==> src/rtl/wb_retire_queue_if.sv <==
`default_nettype none
// ============================================================================
// Module   : wb_retire_queue_if
// Purpose  : Bundle of MEM-side push signals, register-file / HI-LO write
//            ports, trace port and status of the write-back retire queue.
// Revision : 1.0 - initial release
// ============================================================================
interface wb_retire_queue_if #(
  parameter int DW    = 32,
  parameter int AW    = 5,
  parameter int DEPTH = 2
);
  // MEM stage push side
  logic                      flush;
  logic                      in_valid;
  logic                      in_ready;
  logic [31:0]               in_pc;
  logic                      in_rf_we;
  logic [AW-1:0]             in_rf_waddr;
  logic [DW-1:0]             in_rf_wdata;
  logic                      in_hi_we;
  logic                      in_lo_we;
  logic [DW-1:0]             in_hi;
  logic [DW-1:0]             in_lo;

  // Register file / HI-LO write side
  logic                      rf_ready;
  logic                      rf_we;
  logic [AW-1:0]             rf_waddr;
  logic [DW-1:0]             rf_wdata;
  logic                      hi_we;
  logic                      lo_we;
  logic [DW-1:0]             hi_wdata;
  logic [DW-1:0]             lo_wdata;

  // Trace and status
  logic [31:0]               debug_wb_pc;
  logic [3:0]                debug_wb_rf_wen;
  logic [AW-1:0]             debug_wb_rf_wnum;
  logic [DW-1:0]             debug_wb_rf_wdata;
  logic [31:0]               retire_cnt;
  logic [$clog2(DEPTH):0]    count;

  // Pipeline / register-file side driving the queue
  modport master (
    output flush, in_valid, in_pc, in_rf_we, in_rf_waddr, in_rf_wdata,
           in_hi_we, in_lo_we, in_hi, in_lo, rf_ready,
    input  in_ready, rf_we, rf_waddr, rf_wdata, hi_we, lo_we, hi_wdata,
           lo_wdata, debug_wb_pc, debug_wb_rf_wen, debug_wb_rf_wnum,
           debug_wb_rf_wdata, retire_cnt, count
  );

  // The queue itself
  modport slave (
    input  flush, in_valid, in_pc, in_rf_we, in_rf_waddr, in_rf_wdata,
           in_hi_we, in_lo_we, in_hi, in_lo, rf_ready,
    output in_ready, rf_we, rf_waddr, rf_wdata, hi_we, lo_we, hi_wdata,
           lo_wdata, debug_wb_pc, debug_wb_rf_wen, debug_wb_rf_wnum,
           debug_wb_rf_wdata, retire_cnt, count
  );
endinterface
`default_nettype wire

==> src/rtl/wb_retire_queue.sv <==
`default_nettype none
// ============================================================================
// Module   : wb_retire_queue
// Purpose  : DEPTH-entry in-order retire FIFO between MEM and the register
//            file. Head entry drives the GPR / HI-LO write ports and the
//            trace port combinationally in the cycle it retires.
// Revision : 1.0 - initial release
// ============================================================================
module wb_retire_queue #(
  parameter int DW      = 32,
  parameter int AW      = 5,
  parameter int DEPTH   = 2,
  parameter int HILO_EN = 1
) (
  input  wire              clk,
  input  wire              rst,
  wb_retire_queue_if.slave bus
);

  localparam int                c_PW        = (DEPTH > 1) ? $clog2(DEPTH) : 1;
  localparam logic [c_PW:0]     c_DEPTH_CNT = (c_PW + 1)'(DEPTH);

  // Entry storage (no reset: contents are only meaningful below r_count)
  logic [31:0]   r_pc_mem    [DEPTH];
  logic          r_rfwe_mem  [DEPTH];
  logic [AW-1:0] r_waddr_mem [DEPTH];
  logic [DW-1:0] r_wdata_mem [DEPTH];
  logic          r_hiwe_mem  [DEPTH];
  logic          r_lowe_mem  [DEPTH];
  logic [DW-1:0] r_hi_mem    [DEPTH];
  logic [DW-1:0] r_lo_mem    [DEPTH];

  logic [c_PW-1:0] r_rd_ptr;
  logic [c_PW-1:0] r_wr_ptr;
  logic [c_PW:0]   r_count;
  logic [31:0]     r_retire_cnt;

  logic w_in_ready;
  logic w_push;
  logic w_pop;
  logic w_rf_we;

  // A full queue never accepts, even when it retires in the same cycle
  assign w_in_ready = (r_count < c_DEPTH_CNT);
  assign w_push     = bus.in_valid & w_in_ready & ~bus.flush;
  assign w_pop      = (r_count != '0) & bus.rf_ready & ~bus.flush;

  // Capture the presented entry at the write pointer on accept
  always_ff @(posedge clk) begin
    if (w_push) begin
      r_pc_mem[r_wr_ptr]    <= bus.in_pc;
      r_rfwe_mem[r_wr_ptr]  <= bus.in_rf_we;
      r_waddr_mem[r_wr_ptr] <= bus.in_rf_waddr;
      r_wdata_mem[r_wr_ptr] <= bus.in_rf_wdata;
      r_hiwe_mem[r_wr_ptr]  <= bus.in_hi_we;
      r_lowe_mem[r_wr_ptr]  <= bus.in_lo_we;
      r_hi_mem[r_wr_ptr]    <= bus.in_hi;
      r_lo_mem[r_wr_ptr]    <= bus.in_lo;
    end
  end

  // Pointers and occupancy; flush wins over any push or pop
  always_ff @(posedge clk or posedge rst) begin
    if (rst) begin
      r_rd_ptr <= '0;
      r_wr_ptr <= '0;
      r_count  <= '0;
    end else if (bus.flush) begin
      r_rd_ptr <= '0;
      r_wr_ptr <= '0;
      r_count  <= '0;
    end else begin
      if (w_push) r_wr_ptr <= r_wr_ptr + 1'b1;
      if (w_pop)  r_rd_ptr <= r_rd_ptr + 1'b1;
      case ({w_push, w_pop})
        2'b10:   r_count <= r_count + 1'b1;
        2'b01:   r_count <= r_count - 1'b1;
        default: r_count <= r_count;
      endcase
    end
  end

  // Free-running retirement counter; survives flush, wraps naturally
  always_ff @(posedge clk or posedge rst) begin
    if (rst) begin
      r_retire_cnt <= '0;
    end else if (w_pop) begin
      r_retire_cnt <= r_retire_cnt + 32'd1;
    end
  end

  // r0 writes still retire but never reach the register file
  assign w_rf_we = w_pop & r_rfwe_mem[r_rd_ptr] & (r_waddr_mem[r_rd_ptr] != '0);

  assign bus.in_ready          = w_in_ready;
  assign bus.rf_we             = w_rf_we;
  assign bus.rf_waddr          = w_pop ? r_waddr_mem[r_rd_ptr] : '0;
  assign bus.rf_wdata          = w_pop ? r_wdata_mem[r_rd_ptr] : '0;
  assign bus.hi_wdata          = w_pop ? r_hi_mem[r_rd_ptr]    : '0;
  assign bus.lo_wdata          = w_pop ? r_lo_mem[r_rd_ptr]    : '0;
  assign bus.debug_wb_pc       = w_pop ? r_pc_mem[r_rd_ptr]    : 32'd0;
  assign bus.debug_wb_rf_wen   = {4{w_rf_we}};
  assign bus.debug_wb_rf_wnum  = bus.rf_waddr;
  assign bus.debug_wb_rf_wdata = bus.rf_wdata;
  assign bus.retire_cnt        = r_retire_cnt;
  assign bus.count             = r_count;

  // HI/LO write enables exist only when the HI/LO path is built
  generate
    if (HILO_EN != 0) begin : g_hilo_on
      assign bus.hi_we = w_pop & r_hiwe_mem[r_rd_ptr];
      assign bus.lo_we = w_pop & r_lowe_mem[r_rd_ptr];
    end else begin : g_hilo_off
      assign bus.hi_we = 1'b0;
      assign bus.lo_we = 1'b0;
    end
  endgenerate

endmodule
`default_nettype wire

==> src/flat_wrapper.sv <==
// flat-port wrapper written by rule: the top's interface ports become plain ports
module wb_retire_queue_flat 
#(
  parameter int DW      = 32,
  parameter int AW      = 5,
  parameter int DEPTH   = 2,
  parameter int HILO_EN = 1
)
  (clk, rst, bus_flush, bus_in_valid, bus_in_pc, bus_in_rf_we, bus_in_rf_waddr, bus_in_rf_wdata, bus_in_hi_we, bus_in_lo_we, bus_in_hi, bus_in_lo, bus_rf_ready, bus_in_ready, bus_rf_we, bus_rf_waddr, bus_rf_wdata, bus_hi_we, bus_lo_we, bus_hi_wdata, bus_lo_wdata, bus_debug_wb_pc, bus_debug_wb_rf_wen, bus_debug_wb_rf_wnum, bus_debug_wb_rf_wdata, bus_retire_cnt, bus_count);
  wb_retire_queue_if #(.DW(DW), .AW(AW), .DEPTH(DEPTH)) bus_i ();
  input  wire clk;
  input  wire rst;
  input wire logic [$bits(bus_i.flush)-1:0] bus_flush;
  input wire logic [$bits(bus_i.in_valid)-1:0] bus_in_valid;
  input wire logic [$bits(bus_i.in_pc)-1:0] bus_in_pc;
  input wire logic [$bits(bus_i.in_rf_we)-1:0] bus_in_rf_we;
  input wire logic [$bits(bus_i.in_rf_waddr)-1:0] bus_in_rf_waddr;
  input wire logic [$bits(bus_i.in_rf_wdata)-1:0] bus_in_rf_wdata;
  input wire logic [$bits(bus_i.in_hi_we)-1:0] bus_in_hi_we;
  input wire logic [$bits(bus_i.in_lo_we)-1:0] bus_in_lo_we;
  input wire logic [$bits(bus_i.in_hi)-1:0] bus_in_hi;
  input wire logic [$bits(bus_i.in_lo)-1:0] bus_in_lo;
  input wire logic [$bits(bus_i.rf_ready)-1:0] bus_rf_ready;
  output wire logic [$bits(bus_i.in_ready)-1:0] bus_in_ready;
  output wire logic [$bits(bus_i.rf_we)-1:0] bus_rf_we;
  output wire logic [$bits(bus_i.rf_waddr)-1:0] bus_rf_waddr;
  output wire logic [$bits(bus_i.rf_wdata)-1:0] bus_rf_wdata;
  output wire logic [$bits(bus_i.hi_we)-1:0] bus_hi_we;
  output wire logic [$bits(bus_i.lo_we)-1:0] bus_lo_we;
  output wire logic [$bits(bus_i.hi_wdata)-1:0] bus_hi_wdata;
  output wire logic [$bits(bus_i.lo_wdata)-1:0] bus_lo_wdata;
  output wire logic [$bits(bus_i.debug_wb_pc)-1:0] bus_debug_wb_pc;
  output wire logic [$bits(bus_i.debug_wb_rf_wen)-1:0] bus_debug_wb_rf_wen;
  output wire logic [$bits(bus_i.debug_wb_rf_wnum)-1:0] bus_debug_wb_rf_wnum;
  output wire logic [$bits(bus_i.debug_wb_rf_wdata)-1:0] bus_debug_wb_rf_wdata;
  output wire logic [$bits(bus_i.retire_cnt)-1:0] bus_retire_cnt;
  output wire logic [$bits(bus_i.count)-1:0] bus_count;
  assign bus_i.flush = bus_flush;
  assign bus_i.in_valid = bus_in_valid;
  assign bus_i.in_pc = bus_in_pc;
  assign bus_i.in_rf_we = bus_in_rf_we;
  assign bus_i.in_rf_waddr = bus_in_rf_waddr;
  assign bus_i.in_rf_wdata = bus_in_rf_wdata;
  assign bus_i.in_hi_we = bus_in_hi_we;
  assign bus_i.in_lo_we = bus_in_lo_we;
  assign bus_i.in_hi = bus_in_hi;
  assign bus_i.in_lo = bus_in_lo;
  assign bus_i.rf_ready = bus_rf_ready;
  assign bus_in_ready = bus_i.in_ready;
  assign bus_rf_we = bus_i.rf_we;
  assign bus_rf_waddr = bus_i.rf_waddr;
  assign bus_rf_wdata = bus_i.rf_wdata;
  assign bus_hi_we = bus_i.hi_we;
  assign bus_lo_we = bus_i.lo_we;
  assign bus_hi_wdata = bus_i.hi_wdata;
  assign bus_lo_wdata = bus_i.lo_wdata;
  assign bus_debug_wb_pc = bus_i.debug_wb_pc;
  assign bus_debug_wb_rf_wen = bus_i.debug_wb_rf_wen;
  assign bus_debug_wb_rf_wnum = bus_i.debug_wb_rf_wnum;
  assign bus_debug_wb_rf_wdata = bus_i.debug_wb_rf_wdata;
  assign bus_retire_cnt = bus_i.retire_cnt;
  assign bus_count = bus_i.count;
  wb_retire_queue #(.DW(DW), .AW(AW), .DEPTH(DEPTH), .HILO_EN(HILO_EN)) u_core (.clk(clk), .rst(rst), .bus(bus_i));
endmodule
==> config.mk <==
export PLATFORM = sky130hd
export DESIGN_NAME = wb_retire_queue_flat
export DESIGN_NICKNAME = d
export VERILOG_FILES = /design/src/rtl/wb_retire_queue_if.sv /design/src/rtl/wb_retire_queue.sv /design/src/flat_wrapper.sv
export SDC_FILE = /design/constraint.sdc
export NUM_CORES = 1
export LEC_CHECK = 0
export ABC_AREA = 1
export BUFFER_PORTS_ARGS = -buffer_cell sky130_fd_sc_hd__clkbuf_2
export CORE_ASPECT_RATIO = 0.75
export CORE_UTILIZATION = 36
export CTS_CLUSTER_SIZE = 20
export DETAILED_ROUTE_END_ITERATION = 6
export PLACE_DENSITY_LB_ADDON = 0.2
export SLEW_MARGIN = 25
export SYNTH_ARGS = -nofsm -noshare
export SYNTH_HDL_FRONTEND = slang
export SYNTH_SLANG_ARGS = --single-unit
==> constraint.sdc <==
create_clock -name clk -period 8.3 [get_ports clk]
set_clock_uncertainty 0.2 [all_clocks]
set_input_delay 0.83 -clock clk [delete_from_list [all_inputs] [get_ports clk]]
set_output_delay 0.83 -clock clk [all_outputs]
set_load 0.02 [all_outputs]
---- After elaboration in Yosys (flattened, before gate mapping) ----
Memory sizes are Yosys's and may differ from the RTL's.
Cells that the tools add are included.
storage, ports and cells
  latch bits .............................. 0
  output and inout port bits .............. 212
  input bits .............................. 141
  RAM bits ................................ 272
  bits in registers ....................... 36
  memories ................................ 8
  ROM bits ................................ 0
cells by class
  $add $sub $neg .......................... 5
  reductions and logical operators ........ 5
  equal/unequal tests ..................... 2
  bitwise gates (word level) .............. 9
  mux-type cells .......................... 13
  shift operators ......................... 0
  multiply operators ...................... 0
  divide/modulo/power cells ............... 0
  $lt $le $gt $ge ......................... 1
memories
  name                depth  width  read ports  clocked after Yosys merged registers in  write ports  RTL line               source
  u_core.r_hi_mem     2      32     1           0                                        1            wb_retire_queue.sv:30  logic [DW-1:0] r_hi_mem [DEPTH];
  u_core.r_lo_mem     2      32     1           0                                        1            wb_retire_queue.sv:31  logic [DW-1:0] r_lo_mem [DEPTH];
  u_core.r_pc_mem     2      32     1           0                                        1            wb_retire_queue.sv:24  logic [31:0] r_pc_mem [DEPTH];
  u_core.r_wdata_mem  2      32     1           0                                        1            wb_retire_queue.sv:27  logic [DW-1:0] r_wdata_mem [DEPTH];
  u_core.r_waddr_mem  2      5      1           0                                        1            wb_retire_queue.sv:26  logic [AW-1:0] r_waddr_mem [DEPTH];
  u_core.r_hiwe_mem   2      1      1           0                                        1            wb_retire_queue.sv:28  logic r_hiwe_mem [DEPTH];
  2 more memories     --     --     --          --                                       --           --
operators with widths
  kind                     number
  $mux W32                 4
  $add A32 B1 Y32 const B  1
  $and A1 B1 Y1            8
  $mux W1                  6
  $reduce_bool A2 Y1       3
  $mux W5                  1
  $reduce_bool A5 Y1       1
  $pmux W2 S2              1
  $reduce_bool A3 Y1       1
  $add A1 B1 Y1 const B    2
  $add A2 B1 Y2 const B    1
  $eq A2 B1 Y1 const B     1
  $eq A2 B2 Y1 const B     1
  $lt A2 B2 Y1 const B     1
  $mux W2                  1
  $sub A2 B1 Y2 const B    1
  $not A1 Y1               1

---- Logic depth before layout (Yosys ltp) ----
Gate-level depths: netlist of run 1.
  depth after elaboration ................. 6
  mapped depth ............................ 11
  depth with buffers taken out ............ 10

---- Worst setup path after synthesis of run 1 ----
No wires, ideal clock.
  path kind ............................... input -> register
  start ................................... input port bus_flush
  end ..................................... register u_core.r_wr_ptr
  data required time ...................... 7990 ps
  stages on the path ...................... 4
  slack ................................... 679 ps
  library setup time ...................... 110 ps
  arrival ................................. 7311 ps
  buffers on the path ..................... 0
  cell sequence ........................... inv_1 > nand3_1 > nor2_1 > o21bai_1
between the ends
  cells in the longest elaborated chain, start to end .. 3
  elaborated cells between the ends (all ways) .. 4
  those cells by class .................... mux: 1; bitwise: 2; reduce/logical: 1
ends and longest elaborated chain
  what                                 RTL line               source
  start: declaration                   flat_wrapper.sv:13     input wire logic [$bits(bus_i.flush)-1:0] bus_flush;
  $not A1 Y1                           wb_retire_queue.sv:45  assign w_push = bus.in_valid & w_in_ready & ~bus.flush;
  $and A1 B1 Y1                        wb_retire_queue.sv:45
  $reduce_bool A2 Y1 (no source line)  --
  end signal: assignment               wb_retire_queue.sv:73  if (w_push) r_wr_ptr <= r_wr_ptr + 1'b1;
  end: declaration                     wb_retire_queue.sv:34  logic [c_PW-1:0] r_wr_ptr;
Parallel ways exist; a longest one is shown, timed or not.
A chain may end at the register's enable or synchronous reset.

---- Worst setup path in the final report of run 1 ----
  start ................................... register u_core.r_rd_ptr
  end ..................................... output port bus_debug_wb_rf_wen[3]
between the ends
  cells in the longest elaborated chain, start to end .. 3
  elaborated cells between the ends (all ways) .. 5
  those cells by class .................... bitwise: 2; reduce/logical: 1; memory: 2
ends and longest elaborated chain
  what                                                        RTL line               source
  start: declaration                                          wb_retire_queue.sv:33  logic [c_PW-1:0] r_rd_ptr;
  start signal: assignment                                    wb_retire_queue.sv:74  if (w_pop) r_rd_ptr <= r_rd_ptr + 1'b1;
  $mem_v2 Z2 W5 / $mem_v2 Z2 W1 (equally long branches)       --
  $reduce_bool A5 Y1 / $and A1 B1 Y1 (equally long branches)  wb_retire_queue.sv:93  assign w_rf_we = w_pop & r_rfwe_mem[r_rd_ptr] & (r_waddr_mem[r_rd_ptr] != '0);
  $and A1 B1 Y1 (*)                                           wb_retire_queue.sv:93
  end: declaration                                            flat_wrapper.sv:33     output wire logic [$bits(bus_i.debug_wb_rf_wen)-1:0] bus_debug_wb_rf_wen;
Every way passes the cells marked *; elsewhere a longest branch is shown, timed or not.

==> flow_summary.yaml, run 1 <==
setup_path:
  crit_slowest_cell: "buf_4"
  worstSetupEndpointType: "output port"
  critical_path_class: "flop to output port"
  slowest_delay_ns: 0.69
  path_cells: "buf_16 > inv_4 > buf_4 > nand2_1 > nand2_1 > nor2_1 > a31oi_1 > clkbuf_2"
  worstPathRequired_ns: 7.27
  arrival_ns: 3.74
  cpMostUsedCell: "nand2_1"
  cp-start-kind: "flop"
  ff2ff_path_depth: 4
  cp_max_fo: 75
  cp_num_cells: 8
  path_buf_inv: 4
  crit_family: "buffers and inverters"
clock_tree:
  post_cts_resized: 0
  cts_made_buffers: 34
  cts.sinks: 308
  cts_tree: "built"
  clk_latency_ns: 0.51
  clock_path_buffers: 3
  htreeDepth: 2
  hold_buffers: 0
  cts-root-buf: "clkbuf_16"
  clkTransAtPathRegs_ns: 0.06
  post_cts_buffers: 0
timing:
  finalHoldViolCount: 0
  rsz0062_at_grt: "no"
  fmax_mhz: 209.6
  slew_violations: 0
  fin_crit_ns: 4.772
  setup_viol: 0
  finalSetupTns_ns: 0
  max_slew_margin_pct: 42.15
  period_share_pct: 57.49
  tightestPinTransition_ns: 0.8678
drt:
  routed_wl_mm: 30.49
  first_iter_violations: 533
  avgViaCountPerCell: 4.581
  drc: 0
  ant_nets: 0
  first_pass_iters: 4
  wl_per_cell_um: 16.75
  via_count: 8338
global_routing:
  grt_max_degree: 115
  grt_pass1_vias: 7925
  grt_antenna_before_repair: 6
  grt_usage_pct: 16.94
  overflow: 0
  grt_pass1_wl_mm: 45.70
power_and_ir_drop:
  power_frac_seq_pct: 46.0
  p_switching_mw: 1.192
  swShare_pct: 29.21
  ir_worst_vdd_uv: 238.7
  power.density_mw_per_mm2: 264.1
  pwr-share-comb_pct: 18.0
  clockPowerShare_pct: 36.1
  leakage_nw: 6.454
  internal_power_mw: 2.889
floorplanning:
  placeableCoreArea_mm2: 0.03374
  die_area_mm2: 0.03523
  die_h_um: 162.8
  start_util_pct: 36.77
  io_pins: 353
  rows: 58
  die_x_um: 216.4
yosys:
  synth_top_area_cell: "edfxtp_1"
  syn_area_mm2: 0.01241
  synthArstFlopShare_pct: 11.69
  yosysSeqAreaShare_pct: 73.08
  ys_ff_latch: 308
  yosys_warnings: 0
  syn_nets: 1175
  syn-instance-count: 1033
  avgSynthCellArea_um2: 12.01
  synth_area_leaders: "edfxtp_1, nand2_1, dfrtp_1, a21oi_1, buf_4"
  synth.distinct_cells: 32
  synth_flop_cell: "edfxtp_1"
  synth-edff-count: 272
  yosysTopAreaCellShare_pct: 65.82
place:
  place_area_mm2: 0.01433
  portBuffers: 352
  dp_hpwl_mm: 19.57
  gp_congestion: 0.8280
cells_and_area:
  fin_area_mm2: 0.01545
  nNetsFinal: 1486
  areaGrowthSynthToFinish_pct: 24.52
  drive_above_1_share_pct: 31.48
flow_run:
  drv_cap: 0
outcome:
  status: "finished, final reports clean"
hold_path:
  hp-class: "input pin to async pin"
-- routing by layer --
layer / wire [um] / global-route usage, % / share of wire, %
met5: 69 / 0 / 0.23
met4: 370 / 4.033 / 1.2
met1: 13130 / 22.19 / 43
met2: 14470 / 26.52 / 47
met3: 2449 / 6.480 / 8.0
-- cells in the final DEF (no fill, tap or decap), types with 7 or more instances in the layout --
| cell type | n |
|---|---|
| clkbuf_16 | 35 |
| nor2_1 | 31 |
| buf_4 | 7 |
| a21oi_1 | 135 |
| dfrtp_1 | 35 |
| edfxtp_1 | 272 |
| xor2_1 | 10 |
| nand3_1 | 14 |
| o21ai_0 | 7 |
| nand2_1 | 347 |
| clkinv_2 | 11 |
| inv_1 | 42 |
| nand4_1 | 21 |
| clkbuf_2 | 352 |
| xnor2_1 | 7 |
-- cell type report --
type	count	area, um2
repair buffers	363	1892
flip-flops and latches	308	9072
well taps	450	563.0
inverters	45	171.4
clock buffers	38	887.1
diodes	1	2.502
fillers	3157	18290
clock inverters	23	201.4
multi-input cells	592	2663
-- power by group through the flow --
stage / Clock [mW] / Combinational, mW / Sequential [mW]
after global routing: 1.58 / 0.810 / 1.89
after CTS: 1.52 / 0.722 / 1.90
final: 1.47 / 0.733 / 1.88
after detailed placement: 0 / 0.719 / 1.93
after global placement: 0 / 0.708 / 1.93
after floorplan: 0 / 0.483 / 1.93
-- synthesized netlist by cell type (10+ instances only) --
cell type	n
nand2_1	347
edfxtp_1	272
a21oi_1	135
inv_1	43
buf_4	42
dfrtp_1	36
nor2_1	33
clkbuf_1	25
nand4_1	21
buf_2	17
nand3_1	14
xor2_1	10
-- through the flow --
stage	power (mW)	instances	hold WS, ns	worst slack [ns]	util, %
2_1_floorplan	2.414	1033	0.3229	0.6789	-
3_3_place_gp	2.639	1755	0.2937	3.827	42.39
3_5_place_dp	2.651	1757	0.2951	3.828	42.48
4_1_cts	4.140	1818	0.2295	3.263	45.70
5_1_grt	4.276	1819	0.2546	3.200	45.78
6_report	4.081	1820	0.2283	3.528	45.79
-- path summary, 6_finish.rpt --
| check | from | endpoint | slack, ns |
|---|---|---|---|
| worst max-delay path | u_core.r_rd_ptr$_DFFE_PP0P_ | bus_debug_wb_rf_wen[3] | 3.53 |
| worst min-delay path | rst | u_core.bus.retire_cnt[21]$_DFFE_PP0P_ | 0.23 |
| worst max register to register | u_core.bus.count[1]$_DFFE_PP0P_ | u_core.r_pc_mem[1][11]$_DFFE_PP_ | 5.58 |
| worst min register to register | u_core.bus.retire_cnt[5]$_DFFE_PP0P_ | u_core.bus.retire_cnt[5]$_DFFE_PP0P_ | 0.30 |
| max in group asynchronous | rst | u_core.r_rd_ptr$_DFFE_PP0P_ | 7.28 |
| min in group clk | u_core.bus.retire_cnt[5]$_DFFE_PP0P_ | u_core.bus.retire_cnt[5]$_DFFE_PP0P_ | 0.30 |
-- cell families (layout without fill, tap and decap cells) --
group	Yosys count	count (layout)	synth area share (%)
xor gates and xnor gates	17	17	1.200
other	0	1	0
adders and majority gates	1	1	0.1008
muxes	1	1	0.08066
buffers and inverters	133	469	5.586
DFF	308	308	73.08
AOI/OAI and AO/OA	146	146	5.959
and+or+nand+nor	427	427	13.99
-- flip-flops by register name, indices dropped and copies added (netlist names) --
| name | count |
|---|---|
| u_core.r_rfwe_mem | 2 |
| u_core.r_hi_mem | 64 |
| u_core.r_rd_ptr | 1 |
| u_core.r_lo_mem | 64 |
| u_core.r_pc_mem | 64 |
| u_core.r_wdata_mem | 64 |
| u_core.bus.retire_cnt | 32 |
| u_core.bus.count | 2 |
| u_core.r_wr_ptr | 1 |
| u_core.r_hiwe_mem | 2 |
| u_core.r_lowe_mem | 2 |
| u_core.r_waddr_mem | 10 |
-- worst register-to-register path, delay by kind of cell (launching register included) --
family | cells | cell delay (ns)
AND/OR/NAND/NOR | 2 | 0.86
buffers and inverters | 2 | 0.62
flip-flops | 1 | 0.43
(Power assumes the default switching activity.)
==> run 2: changes to the inputs <==
Settings changed: ABC_AREA 1 to 0.
Clock period 8.3 ns to 5 ns, I/O delays scaled along.
==> flow_summary.yaml, run 2 <==
setup_path:
  arrival_ns: 2.80
  worstPathRequired_ns: 4.30
  worstSetupEndpointType: "output port"
  rrSetupSlack_ns: 2.45
  cp_max_fo: 76
  critical_path_class: "flop to output port"
  cp-start-kind: "flop"
floorplanning:
  die_h_um: 161.0
  start_util_pct: 36.99
  die_x_um: 214.0
  placeableCoreArea_mm2: 0.03281
  die_area_mm2: 0.03445
  io_pins: 353
  rows: 57
timing:
  tightestPinTransition_ns: 0.9345
  finalHoldViolCount: 0
  max_slew_margin_pct: 37.70
  layout_setup_ws_ns: 1.503
  fmax_mhz: 286.0
  slew_violations: 0
  setup_viol: 0
  period_share_pct: 69.94
  fin_crit_ns: 3.497
  rsz0062_at_grt: "no"
place:
  gp_congestion: 0.7364
  preCtsSetupSlack_ns: 1.883
  dp_hpwl_mm: 18.39
  place_area_mm2: 0.01416
  portBuffers: 352
power_and_ir_drop:
  swShare_pct: 22.75
  leakage_nw: 6.513
  pwr-share-comb_pct: 9.7
  p_switching_mw: 1.280
  clockPowerShare_pct: 37.4
  finalPower_mw: 5.626
  power_frac_seq_pct: 52.9
  ir_worst_vdd_uv: 299.0
  power.density_mw_per_mm2: 341.2
  internal_power_mw: 4.346
yosys:
  syn_area_mm2: 0.01213
  synthArstFlopShare_pct: 11.69
  synth.most_common_cell: "edfxtp_1"
  syn-instance-count: 766
  syn_nets: 908
  ys_ff_latch: 308
  synth_area_leaders: "edfxtp_1, mux2i_1, dfrtp_1, nor2_1, buf_4"
  synth-edff-count: 272
  yosys_warnings: 0
  yosysSeqAreaShare_pct: 74.74
  synth_top_cells_by_count: "edfxtp_1, nor2_1, mux2i_1"
  synth_top_area_cell: "edfxtp_1"
  synth_flop_cell: "edfxtp_1"
  yosysTopAreaCellShare_pct: 67.31
  synth.distinct_cells: 31
  avgSynthCellArea_um2: 15.84
clock_tree:
  htreeDepth: 1
  cts_made_buffers: 30
  clk_latency_ns: 0.55
  post_cts_buffers: 0
  clock_path_buffers: 3
  clkTransAtPathRegs_ns: 0.06
  cts_tree: "built"
  cts-root-buf: "clkbuf_16"
  cts.sinks: 308
outcome:
  status: "finished, final reports clean"
drt:
  first_iter_violations: 444
  first_pass_iters: 5
  avgViaCountPerCell: 4.488
  routed_wl_mm: 27.82
  ant_nets: 0
  via_count: 7607
  wl_per_cell_um: 16.41
  drc: 0
cells_and_area:
  layout_commonest_cell: "clkbuf_2"
  fillerInstances: 2857
  drive_above_1_share_pct: 33.28
  diodes: 0
  areaGrowthSynthToFinish_pct: 35.87
  final_cell_mix: "clkbuf_2, edfxtp_1, nor2_1"
  nNetsFinal: 1371
  fin_area_mm2: 0.01649
global_routing:
  grt_antenna_before_repair: 0
  grt_max_degree: 77
  grt_usage_pct: 15.77
  grt_pass1_vias: 7703
  grt_pass1_wl_mm: 42.53
  overflow: 0
flow_run:
  drv_cap: 0
hold_path:
  hp-class: "input pin to flop"
==> run 2: changes by cell type after synthesis, moves of 5 or more <==
cell / change
nand2_1: -334
mux2i_1: +136
a21oi_1: -133
nor2_1: +108
inv_1: -39
xnor2_1: +19
nand4_1: -12
clkbuf_1: -6
and3_1: +5
o21ai_0: -5
==> run 2: logic make-up (layout without fill, tap and decap cells) <==
logic type,after synthesis,after routing,synth area share [%]
xor+xnor,34,34,2.454
simple gates,201,201,7.208
compound gates,6,6,0.2888
flops,308,308,74.74
mux,137,137,11.30
fa+ha+maj,1,1,0.1031
buf+inv,79,566,3.908
==> run 2: per-stage QoR <==
step                      hold WS [ns]  utilization (%)  instances  TNS, ns
final                          0.09410            50.26       1695        0
after global routing           0.06252            50.26       1695        0
after CTS                      0.05150            50.17       1694        0
after detailed placement        0.2834            43.15       1500        0
after global placement          0.2608            43.10       1499        0
after floorplan                 0.3353                -        766  -504.73
==> run 2: layer usage <==
metal,wire length [um],up-vias,track usage (%)
met5,0,-,0
met4,601,0,4.022
met3,1405,43,3.352
met2,13530,221,25.94
met1,12280,3674,21.29
li1,-,3669,-
==> run 2: worst max-delay path, cell delays in order (launching register included) <==
cell and delay, ns:
dfrtp_1 0.44, o21a_1 0.27, nand2b_4 0.67, buf_4 0.51, nor2_1 0.13, clkbuf_2 0.18
==> run 2: cell type report <==
cell class,count,area [um2],area share [%]
Clock buffer,38,800.8,4.857
Clock inverter,18,121.4,0.7361
Inverter,4,15.01,0.09107
Multi-Input combinational cell,379,2621,15.90
Sequential cell,308,9072,55.03
Tap cell,442,553.0,3.354
Timing Repair Buffer,506,3303,20.03
==> run 2: final timing paths <==
check,startpoint,end,depth (start not counted)
worst min-delay path,bus_flush,u_core.bus.count[1]$_DFFE_PP0P_,2
min in group asynchronous,rst,u_core.bus.retire_cnt[20]$_DFFE_PP0P_,4
worst max-delay path,u_core.bus.count[0]$_DFFE_PP0P_,bus_debug_wb_pc[28],5
worst min register to register,u_core.bus.retire_cnt[31]$_DFFE_PP0P_,u_core.bus.retire_cnt[31]$_DFFE_PP0P_,1
max in group asynchronous,rst,u_core.r_rd_ptr$_DFFE_PP0P_,4
worst max register to register,u_core.bus.count[1]$_DFFE_PP0P_,u_core.r_pc_mem[0][24]$_DFFE_PP_,5
==> run 2: what timing repair did <==
| action | CTS | global route |
|---|---|---|
| hold endpoints to repair | 309 | 0 |
| hold buffers | 138 | 0 |
| gates resized for setup | 0 | 0 |
==> run 2: power groups by stage <==
stage | Clock [mW] | Sequential (mW) | Combinational, mW
4_1_cts | 2.18 | 2.99 | 0.540
3_5_place_dp | 0 | 3.04 | 0.447
5_1_grt | 2.29 | 2.98 | 0.593
6_report | 2.10 | 2.97 | 0.547
3_3_place_gp | 0 | 3.04 | 0.443
2_1_floorplan | 0 | 3.04 | 0.268
==> run 3: changes to the inputs <==
Settings changed: ABC_AREA 0 to 1.
Clock period 5 ns to 3.02 ns, I/O delays scaled along.
==> flow_summary.yaml, run 3 (same netlist as run 1, synthesis figures left out) <==
outcome:
  status: "finished, final reports clean"
timing:
  setup_viol: 0
  slew_violations: 0
  fmax_mhz: 361.8
  max_slew_margin_pct: 37.42
  fin_crit_ns: 2.764
  layout_setup_ws_ns: 0.2563
  rsz0062_at_grt: "no"
  period_share_pct: 91.51
  tightestPinTransition_ns: 0.9388
  finalHoldViolCount: 0
place:
  portBuffers: 352
  preCtsSetupSlack_ns: 0.6524
  gp_congestion: 0.7788
  dp_hpwl_mm: 19.80
  place_area_mm2: 0.01440
clock_tree:
  cts_made_buffers: 34
  clock_path_buffers: 3
  cts-root-buf: "clkbuf_16"
  cts_tree: "built"
  cts.sinks: 308
  htreeDepth: 2
  clk_latency_ns: 0.51
  clkTransAtPathRegs_ns: 0.06
drt:
  drc: 0
  ant_nets: 0
  routed_wl_mm: 31.53
  via_count: 8955
  wl_per_cell_um: 16.09
  first_iter_violations: 656
  avgViaCountPerCell: 4.569
  first_pass_iters: 6
setup_path:
  critical_path_class: "flop to output port"
  cp-start-kind: "flop"
  cp_max_fo: 143
  timing.rr.start: "u_core.bus.count[0]$_DFFE_PP0P_"
  arrival_ns: 2.26
  rrSetupSlack_ns: 1.05
  endpoint: "bus_debug_wb_rf_wnum[0]"
  worstPathRequired_ns: 2.52
  worstSetupEndpointType: "output port"
  cp-startpoint: "u_core.bus.count[0]$_DFFE_PP0P_"
  ff2ff_path_depth: 9
  r2r-end: "u_core.bus.retire_cnt[30]$_DFFE_PP0P_"
floorplanning:
  placeableCoreArea_mm2: 0.03374
  rows: 58
  io_pins: 353
  die_area_mm2: 0.03523
  die_h_um: 162.8
  die_x_um: 216.4
  start_util_pct: 36.77
cells_and_area:
  layout_commonest_cell: "clkbuf_2"
  fin_util_pct: 49.93
  fin_area_mm2: 0.01685
  drive_above_1_share_pct: 28.45
  areaGrowthSynthToFinish_pct: 35.78
  final_cell_mix: "clkbuf_2, nand2_1, edfxtp_1"
  nNetsFinal: 1624
power_and_ir_drop:
  power.density_mw_per_mm2: 670.0
  ir_worst_vdd_uv: 525.4
  leakage_nw: 7.020
hold_path:
  holdPathStages: 3
  hp-class: "input pin to flop"
global_routing:
  grt_antenna_before_repair: 3
  grt_usage_pct: 17.74
  grt_pass1_wl_mm: 48.82
  grt_pass1_vias: 8878
  overflow: 0
  grt_max_degree: 144
flow_run:
  drv_cap: 0
==> run 3: changes by cell type in the layout (fill, tap and decap cells not counted), sizes merged, moves of 19 or more <==
| cell | delta |
|---|---|
| a21oi | +133 |
| inv | +40 |
| mux2i | -136 |
| nand2 | +335 |
| nor2 | -104 |
| xnor2 | -19 |
==> run 3: worst min-delay path by stage <==
stage | to | startpoint | slack [ns]
after floorplan | u_core.r_hi_mem[0][0]$_DFFE_PP_ | bus_in_hi[0] | 0.20
after global placement | u_core.bus.retire_cnt[14]$_DFFE_PP0P_ | rst | 0.24
after detailed placement | u_core.bus.retire_cnt[12]$_DFFE_PP0P_ | rst | 0.24
after CTS | u_core.bus.count[0]$_DFFE_PP0P_ | bus_flush | 0.008
after global routing | u_core.r_wr_ptr$_DFFE_PP0P_ | bus_in_valid | 0.05
final | u_core.r_rd_ptr$_DFFE_PP0P_ | bus_rf_ready | 0.03
==> run 3: per-stage QoR <==
step,power [mW],hold slack (ns),setup TNS [ns],cells
3_5_place_dp,7.309,0.2393,0,1759
3_3_place_gp,7.293,0.2382,0,1759
6_report,11.29,0.02601,0,1960
5_1_grt,11.84,0.05342,0,1960
2_1_floorplan,6.599,0.2009,-89.69,1033
4_1_cts,11.45,0.008046,0,1958
==> run 3: report_power, final <==
part,switching [mW],internal [mW]
registers,0.125,5.01
logic,1.53,0.666
clock network,1.66,2.29
==> run 3: area by class of cell <==
class / count / area (um2)
fill: 3053 / 16900
sequential: 308 / 9074
timing repair buffer: 501 / 3293
multi-input combinational: 592 / 2675
clock buffer: 47 / 940.9
tap: 450 / 563.0
inverter: 45 / 173.9
clock inverter: 15 / 125.1
antenna: 2 / 5.005
==> run 3: critical path, stage by stage (launching register included) <==
cell      delay [ns]
dfrtp_1         0.37
inv_1           0.08
nand2_2         0.10
nand3_4         0.08
buf_12          0.21
a21oi_1         0.41
clkbuf_2        0.28
==> run 3: timing repair <==
| action | 4_1_cts | 5_1_grt |
|---|---|---|
| setup endpoints to repair | 0 | 26 |
| gates resized for setup | 0 | 2 |
| hold endpoints to repair | 308 | 0 |
| hold buffers | 137 | 0 |
| setup buffers | 0 | 0 |
==> run 3: per-layer routing <==
layer / up-vias / GRT usage (%) / routed length, um
li1: 4409 / - / -
met1: 4251 / 23.31 / 13610
met2: 247 / 28.16 / 15090
met3: 48 / 5.677 / 2200
met4: 0 / 5.026 / 627
met5: - / 0 / 0
